File: src/rtl/td4_pkg.sv
// TD4 CPU shared definitions: opcode encodings and the decoded-control bundle.
package td4_pkg;

  localparam logic [3:0] OP_ADD_A    = 4'b0000;
  localparam logic [3:0] OP_MOV_A_B  = 4'b0001;
  localparam logic [3:0] OP_IN_A     = 4'b0010;
  localparam logic [3:0] OP_MOV_A_IM = 4'b0011;
  localparam logic [3:0] OP_MOV_B_A  = 4'b0100;
  localparam logic [3:0] OP_ADD_B    = 4'b0101;
  localparam logic [3:0] OP_IN_B     = 4'b0110;
  localparam logic [3:0] OP_MOV_B_IM = 4'b0111;
  localparam logic [3:0] OP_OUT_B    = 4'b1001;
  localparam logic [3:0] OP_OUT_IM   = 4'b1011;
  localparam logic [3:0] OP_JNC      = 4'b1110;
  localparam logic [3:0] OP_JMP      = 4'b1111;

  typedef enum logic [1:0] {SRC_ZERO, SRC_A, SRC_B, SRC_IN} src_sel_e;
  typedef enum logic [1:0] {DST_NONE, DST_A, DST_B, DST_OUT} dst_sel_e;

  typedef struct packed {
    src_sel_e src_sel;
    dst_sel_e dst_sel;
    logic     jump;
    logic     use_carry;
  } ctrl_t;

endpackage

File: src/rtl/td4_if.sv
// Tiny Tapeout user-project pin bundle between the harness (master) and the TD4 core (slave).
interface td4_if;
  logic [7:0] ui_in;
  logic [7:0] uio_in;
  logic [7:0] uo_out;
  logic [7:0] uio_out;
  logic [7:0] uio_oe;
  logic [3:0] register_a;
  logic [3:0] register_b;

  modport master (
    output ui_in, uio_in,
    input  uo_out, uio_out, uio_oe, register_a, register_b
  );

  modport slave (
    input  ui_in, uio_in,
    output uo_out, uio_out, uio_oe, register_a, register_b
  );
endinterface

File: src/rtl/td4_cpu_decoder.sv
// TD4 instruction decoder: opcode plus current carry flag to datapath control.
module td4_decoder
  import td4_pkg::*;
(
  input  logic [3:0] opcode,
  input  logic       carry,
  output ctrl_t      ctrl
);

  always_comb begin
    ctrl = '{src_sel: SRC_ZERO, dst_sel: DST_NONE, jump: 1'b0, use_carry: 1'b0};
    case (opcode)
      OP_ADD_A:    begin ctrl.src_sel = SRC_A;  ctrl.dst_sel = DST_A; ctrl.use_carry = 1'b1; end
      OP_ADD_B:    begin ctrl.src_sel = SRC_B;  ctrl.dst_sel = DST_B; ctrl.use_carry = 1'b1; end
      OP_MOV_A_IM: ctrl.dst_sel = DST_A;
      OP_MOV_B_IM: ctrl.dst_sel = DST_B;
      OP_MOV_A_B:  begin ctrl.src_sel = SRC_B;  ctrl.dst_sel = DST_A; end
      OP_MOV_B_A:  begin ctrl.src_sel = SRC_A;  ctrl.dst_sel = DST_B; end
      OP_IN_A:     begin ctrl.src_sel = SRC_IN; ctrl.dst_sel = DST_A; end
      OP_IN_B:     begin ctrl.src_sel = SRC_IN; ctrl.dst_sel = DST_B; end
      OP_OUT_B:    begin ctrl.src_sel = SRC_B;  ctrl.dst_sel = DST_OUT; end
      OP_OUT_IM:   ctrl.dst_sel = DST_OUT;
      // JNC sees the carry from before its own execution
      OP_JNC:      ctrl.jump = ~carry;
      OP_JMP:      ctrl.jump = 1'b1;
      default:     ;
    endcase
  end

endmodule

File: src/rtl/td4_cpu.sv
// TD4 4-bit CPU core (registers A, B, OUT, PC, carry). Define INTERNAL_ROM_EN to fetch
// from a built-in 16x8 ROM instead of ui_in.
module td4_cpu
  import td4_pkg::*;
#(
  parameter logic [3:0] RESET_PC = 4'h0
) (
  input logic  clk,
  input logic  rst,
  input logic  ena,
  td4_if.slave bus
);

  logic [3:0] reg_a, reg_b, reg_out, pc;
  logic       carry;
  logic [7:0] instr;
  ctrl_t      ctrl;
  logic [3:0] src_val, add_im;
  logic [4:0] sum;

`ifdef INTERNAL_ROM_EN
  logic [7:0] rom_data;
  logic       unused_pins;

  always_comb begin
    case (pc)
      4'h0:    rom_data = 8'hB3;
      4'h1:    rom_data = 8'h01;
      4'h2:    rom_data = 8'hE1;
      4'h3:    rom_data = 8'hF3;
      default: rom_data = 8'h00;
    endcase
  end

  assign instr       = rom_data;
  assign unused_pins = ^{bus.ui_in, bus.uio_in[7:4]};
`else
  logic unused_pins;

  assign instr       = bus.ui_in;
  assign unused_pins = ^bus.uio_in[7:4];
`endif

  td4_decoder u_decoder (
    .opcode (instr[7:4]),
    .carry  (carry),
    .ctrl   (ctrl)
  );

  // One adder serves every move: Im is added only for ADD and immediate loads.
  always_comb begin
    case (ctrl.src_sel)
      SRC_A:   src_val = reg_a;
      SRC_B:   src_val = reg_b;
      SRC_IN:  src_val = bus.uio_in[3:0];
      default: src_val = '0;
    endcase
    add_im = (ctrl.use_carry || ctrl.src_sel == SRC_ZERO) ? instr[3:0] : '0;
    sum    = {1'b0, src_val} + {1'b0, add_im};
  end

  always_ff @(posedge clk) begin
    if (rst) begin
      reg_a   <= '0;
      reg_b   <= '0;
      reg_out <= '0;
      carry   <= 1'b0;
      pc      <= RESET_PC;
    end else if (ena) begin
      carry <= ctrl.use_carry & sum[4];
      case (ctrl.dst_sel)
        DST_A:   reg_a   <= sum[3:0];
        DST_B:   reg_b   <= sum[3:0];
        DST_OUT: reg_out <= sum[3:0];
        default: ;
      endcase
      pc <= ctrl.jump ? instr[3:0] : pc + 4'd1;
    end
  end

  assign bus.uo_out     = {pc, reg_out};
  assign bus.uio_out    = {3'b000, carry, 4'b0000};
  assign bus.uio_oe     = 8'hF0;
  assign bus.register_a = reg_a;
  assign bus.register_b = reg_b;

endmodule

File: src/flat_wrapper.sv
// flat-port wrapper written by rule: the top's interface ports become plain ports
module td4_cpu_flat import td4_pkg::*;
#(
  parameter logic [3:0] RESET_PC = 4'h0
)
  (clk, rst, ena, bus_ui_in, bus_uio_in, bus_uo_out, bus_uio_out, bus_uio_oe, bus_register_a, bus_register_b);
  td4_if bus_i ();
  input logic clk;
  input logic rst;
  input logic ena;
  input wire logic [$bits(bus_i.ui_in)-1:0] bus_ui_in;
  input wire logic [$bits(bus_i.uio_in)-1:0] bus_uio_in;
  output wire logic [$bits(bus_i.uo_out)-1:0] bus_uo_out;
  output wire logic [$bits(bus_i.uio_out)-1:0] bus_uio_out;
  output wire logic [$bits(bus_i.uio_oe)-1:0] bus_uio_oe;
  output wire logic [$bits(bus_i.register_a)-1:0] bus_register_a;
  output wire logic [$bits(bus_i.register_b)-1:0] bus_register_b;
  assign bus_i.ui_in = bus_ui_in;
  assign bus_i.uio_in = bus_uio_in;
  assign bus_uo_out = bus_i.uo_out;
  assign bus_uio_out = bus_i.uio_out;
  assign bus_uio_oe = bus_i.uio_oe;
  assign bus_register_a = bus_i.register_a;
  assign bus_register_b = bus_i.register_b;
  td4_cpu #(.RESET_PC(RESET_PC)) u_core (.clk(clk), .rst(rst), .ena(ena), .bus(bus_i));
endmodule
File: config.mk
export PLATFORM = sky130hd
export DESIGN_NAME = td4_cpu_flat
export DESIGN_NICKNAME = d
export VERILOG_FILES = /design/src/rtl/td4_pkg.sv /design/src/rtl/td4_if.sv /design/src/rtl/td4_cpu_decoder.sv /design/src/rtl/td4_cpu.sv /design/src/flat_wrapper.sv
export SDC_FILE = /design/constraint.sdc
export NUM_CORES = 1
export LEC_CHECK = 0
export CORE_MARGIN = 1.5
export CORE_UTILIZATION = 44
export CTS_BUF_LIST = sky130_fd_sc_hd__clkbuf_8
export CTS_CLUSTER_DIAMETER = 80
export CTS_CLUSTER_SIZE = 25
export DETAILED_ROUTE_END_ITERATION = 16
export PLACE_DENSITY = 0.79
export SETUP_SLACK_MARGIN = 0.4
export SLEW_MARGIN = 20
export SYNTH_ARGS = -nofsm -noshare
export SYNTH_HDL_FRONTEND = slang
export SYNTH_SLANG_ARGS = --single-unit
File: constraint.sdc
create_clock -name clk -period 6.5 [get_ports clk]
set_clock_uncertainty 0.1 [all_clocks]
set_input_delay 1.3 -clock clk [delete_from_list [all_inputs] [get_ports clk]]
set_output_delay 1.3 -clock clk [all_outputs]
set_load 0.005 [all_outputs]
# Word-level counts from Yosys, hierarchy flattened

Index checks and enable logic that the tools add are counted.

Flip-flop bits (word level): 17
Input bits: 19
Output and inout port bits: 32
Logic and storage cells: 46

Eq/ne operators: 17
Muxes and demuxes: 7
Add/subtract/negate cells: 2
Bitwise logic cells: 2
Reduce and logical (&&, ||, !) cells: 13

Operators with widths:

| operator                                                        | count |
|---|---|
| 4-bit by 3-bit == test with 1-bit output, second input constant | 4 |
| 4-bit == test, second input constant                            | 4 |
| 2-bit one-hot mux with 3 select lines                           | 2 |
| 4-bit one-hot mux with 3 select lines                           | 1 |
| 2-bit == test, second input constant                            | 4 |
| 4-bit by 2-bit == test with 1-bit output, second input constant | 2 |
| 4-bit two-way mux                                               | 2 |
| 2-bit OR reduction                                              | 4 |
| 4-bit OR reduction                                              | 2 |
| 2-bit AND reduction                                             | 3 |
| 4-bit by 4-bit adder with 5-bit output                          | 1 |
| 4-bit by 1-bit adder with 4-bit output, second input constant   | 1 |
| 2-bit by 1-bit == test with 1-bit output, second input constant | 2 |
| 4-bit by 1-bit == test with 1-bit output, second input constant | 1 |
| 4-bit zero test                                                 | 1 |
| 3-bit OR reduction                                              | 1 |
| 2-bit zero test                                                 | 1 |
| 1-bit one-hot mux with 2 select lines                           | 1 |
| 1-bit bitwise AND                                               | 1 |
| 1-bit logical OR                                                | 1 |
| 1-bit two-way mux                                               | 1 |
| 1-bit NOT                                                       | 1 |

# Longest topological paths before layout

Depth in word-level cells: 8
Depth in mapped cells: 12
Gate-level depth less buffers: 11

# By module

A second synthesis with hierarchy kept.

Cell total of the unflattened synthesis: 137
Area total of the unflattened synthesis: 1,173.6 µm²

By module, submodules not included:

| module      | times used | cells an instance | seq. area each (µm²) | area each (µm²) |
|---|---|---|---|---|
| td4_cpu     | 1          | 124               | 340.3                | 1,096.1 |
| td4_decoder | 1          | 13                | 0.0                  | 77.6 |

# Worst setup path before layout

OpenSTA, ideal clock, no wires.

Path type: in2reg
Start point: in bus_ui_in[7]
End point: reg u_core.reg_a[3], in the netlist u_core.bus.register_a[3]
Path slack: 3.299 ns
Stages: 9
Library setup time: 0.132 ns
Data required time: 6.268 ns
Arrival time: 2.969 ns
Buffers on the path: 0
Cells stage by stage: or2_2 -> nor2_1 -> a21oi_1 -> and2_1 -> ha_1 -> and3_1 -> or3_1 -> nand3_1 -> a21oi_1

Longest elaborated chain between the ends: 7
Elaborated cells between the ends (all ways): 30
Classes of those cells: add/sub (1); eq/ne (13); mux (5); reduce/logical (11)

Ends and longest elaborated chain:

| what                                                                           | line               | source |
|---|---|---|
| from (decl)                                                                    | flat_wrapper.sv:11 | `input wire logic [$bits(bus_i.ui_in)-1:0] bus_ui_in;` |
| branches (longest 7 deep; another with 4-bit by 4-bit adder with 5-bit output) | n/a                |  |
| to (signal assigned)                                                           | td4_cpu.sv:72      | `DST_A: reg_a <= sum[3:0];` |
| to (decl)                                                                      | td4_cpu.sv:14      | `logic [3:0] reg_a, reg_b, reg_out, pc;` |

Parallel ways; which one is timed is not known.
A chain may end at the register's enable or synchronous reset.

# Final worst setup path

Start point: in bus_ui_in[5]
End point: reg u_core.reg_out[2]

Longest elaborated chain between the ends: 7
Elaborated cells between the ends (all ways): 30
Classes of those cells: add/sub (1); eq/ne (13); mux (5); reduce/logical (11)

Ends and longest elaborated chain:

| what                                                                           | line          | source |
|---|---|---|
| branches (longest 7 deep; another with 4-bit by 4-bit adder with 5-bit output) | n/a           |  |
| to (signal assigned)                                                           | td4_cpu.sv:74 | `DST_OUT: reg_out <= sum[3:0];` |
| to (decl)                                                                      | td4_cpu.sv:14 |  |

Parallel ways; which one is timed is not known.

==> run metrics <==
Fin. Hold Viols=0; Peak VDD IR=182 uV; vias in the first global route=919; RSZ-0062 raised after global routing=no; Crit path required time=6.58 ns; Tot Pwr=0.000248 W; total grt overflow=0; wire length per cell=12.7 um; pin count of the biggest net entering global routing=25; PD cells=169 nW/um2; LEAKAGE=0.580 nW; Slew headroom=46.9%; Slew Limit Fails=0; CTS-repair resized insts=0; CP Cell Sequence=clkdlybuf4s50_1 -> a211oi_1 -> nand2_1 -> o21ai_0 -> ha_1 -> inv_1 -> fa_1 -> xnor2_1 -> mux2i_1 -> nor2_1; Seq pwr share=45.5%; WS Path Type=in2reg; Core Util, Final=58.7%; DIE AREA=3000 um2; Die Width=54.7 um; Hold WC Path Type=reg2reg; Critical Path Max Stage Delay=0.64 ns; Tmin final=3.81 ns; depth of the CTS H-tree=1; Clock Root Buffer=clkbuf_8; worst slew pin tran=0.794 ns; synth warn=0; arrival time worst endpoint=3.89 ns; nets@finish=190; synthesis-to-finish area growth=24.5%; fin crit share=58.6%; Synth cell types=37; Syn Area/Cell=8.47 um2; filler instances=236; WL final=2470 um; setup slack after layout=2.69 ns; Final Instance Area=1470 um2; hpwl dp=1850 um; share of the synthesized area in the top cell type=28.9%; Starting Density=47.1%; synthesized area=1180 um2; post-cts hold buffer count=0; initial DRC count=21; Max Root-Sink Buffers=2; CP startpoint kind=primary input; Antenna Cells=0; gp weighted congestion=0.883; part of the power in the clock network=32.2%; drt first pass iters=4; Int Pwr=0.000180 W; Post-DRT Antenna Nets=0; Place WS=2.48 ns; routed via count=994; CP Capture Type=register; Mapped Cells=139; Ports=51; drt via density=5.12; core footprint=2500 um2; Clk pin slew, worst setup/hold paths=0.07 ns; placed cell area=1420 um2; status=finished, final reports clean; initial antenna violation count=0; share of layout cells above drive strength 1=6.71%; Die Height=54.7 um; Area contributors post-synth=dfxtp_1 29%, buf_4 10%, mux2i_1 9.4%; Sw Pwr=0.0000672 W; wire length of the first global-routing pass=3930 um; Yosys reg bits=17; Post-Route Setup TNS=0 ns; Synth area leader=dfxtp_1; switching share of power=27.1%; Max Clock Freq=262 MHz; Setup Buffers After CTS=0; total CTS buffers=3; Buffers on Ports=31; Clock Latency Late Sink=0.25 ns; Combinational Power Share=22.3%; critical-path maximum fanout=8; critical path's slowest cell=clkdlybuf4s50_1; Rows=18; post-synthesis sequential area ratio=28.9%; drt drc=0; total of max-cap violations=0; final setup vio count=0; Clock Sinks=17; gr usage total=18.3%; CTS tree=yes
==> flip-flops by register name, indices dropped and copies added (netlist names) <==
signal                 flops
u_core.bus.register_b      4
u_core.bus.register_a      4
u_core.carry               1
u_core.pc                  4
u_core.reg_out             4
==> per-stage QoR <==
stage | instances | hold slack, ns
global placement | 190 | 0.364
detailed placement | 190 | 0.371
finish | 194 | 0.378
CTS | 194 | 0.381
global route | 194 | 0.408
floorplan | 152 | 0.366
==> worst max-delay path: cells and delay by family <==
family / cells / cell delay [ns]
adder cells (fa/ha/maj): 2 / 0.61
buffers and inverters: 2 / 0.70
AO/OA/AOI/OAI: 2 / 0.64
AND/OR/NAND/NOR: 2 / 0.20
XOR/XNOR: 1 / 0.32
multiplexers: 1 / 0.13
==> synthesized netlist by cell type <==
cell,instances
dfxtp_1,17
buf_4,16
nor2_1,14
mux2i_1,11
nand2_1,7
o21ai_0,7
a211oi_1,5
a21oi_1,5
ha_1,5
inv_1,5
nand3_1,5
and2_1,4
clkbuf_1,3
clkbuf_2,3
nand2b_1,3
nor3b_1,3
a21o_1,2
conb_1,2
o311ai_0,2
or3_1,2
xnor2_1,2
and2_2,1
and2b_2,1
and3_1,1
and3_4,1
and4b_2,1
clkbuf_4,1
fa_1,1
nor2b_1,1
nor4_1,1
nor4b_1,1
nor4bb_1,1
o2111ai_4,1
o21a_1,1
o32ai_1,1
or2_2,1
or3b_2,1
==> final timing paths <==
check | to | slack, ns | cells past startpoint | start
min | u_core.reg_out[3] | 0.38 | 2 | u_core.reg_out[3]
min reg2reg | u_core.reg_out[3] | 0.38 | 2 | u_core.reg_out[3]
max | u_core.reg_out[2] | 2.69 | 10 | bus_ui_in[5]
max reg2reg | u_core.reg_out[2] | 4.54 | 8 | u_core.bus.register_a[0]
==> cell families (layout without fill, tap and decap cells) <==
logic type,Yosys count,count (layout),share of synthesized area [%]
AND/OR/NAND/NOR,49,49,23.3
buffers and inverters,28,40,14.7
AO/OA/AOI/OAI,24,24,14.7
flip-flops,17,17,28.9
multiplexers,11,11,9.35
adder cells (fa/ha/maj),6,6,7.01
other,2,15,0.638
XOR/XNOR,2,2,1.49
==> cells in the final DEF, fill, tap and decap left out <==
cell and n:
a211oi_1 5, a21o_1 2, a21oi_1 5, and2_1 4, and2_2 1, and2b_2 1, and3_1 1, and3_4 1
and4b_2 1, clkbuf_8 3, clkdlybuf4s50_1 31, clkinv_2 1, conb_1 15, dfxtp_1 17, fa_1 1, ha_1 5
inv_1 5, mux2i_1 11, nand2_1 7, nand2b_1 3, nand3_1 5, nor2_1 14, nor2b_1 1, nor3b_1 3
nor4_1 1, nor4b_1 1, nor4bb_1 1, o2111ai_4 1, o21a_1 1, o21ai_0 7, o311ai_0 2, o32ai_1 1
or2_2 1, or3_1 2, or3b_2 1, xnor2_1 2
==> metal layers <==
layer | wire length [um] | part of all wire (%) | track usage, %
met5 | 0 | 0 | 0
met1 | 1160 | 47 | 24.2
met4 | 31 | 1.3 | 6.67
met3 | 182 | 7.4 | 3.55
met2 | 1100 | 44 | 29.2
==> power groups by stage <==
| stage | clock network (W) | logic [W] | registers (W) |
|---|---|---|---|
| finish | 0.0000798 | 0.0000551 | 0.000113 |
| global route | 0.0000851 | 0.0000614 | 0.000113 |
| global placement | 0 | 0.0000537 | 0.000115 |
| floorplan | 0 | 0.0000368 | 0.000115 |
| detailed placement | 0 | 0.0000546 | 0.000115 |
| CTS | 0.0000802 | 0.0000553 | 0.000113 |
==> final cells by class <==
type,count,area [um2],area share (%)
inverter,5,18.8,1.28
clock buffer,3,41.3,2.82
tap,30,37.5,2.56
multi-input combinational,107,713,48.6
timing repair buffer,31,310,21.2
clock inverter,1,5.00,0.341
sequential,17,340,23.2
Power figures use the tool's default switching activity.
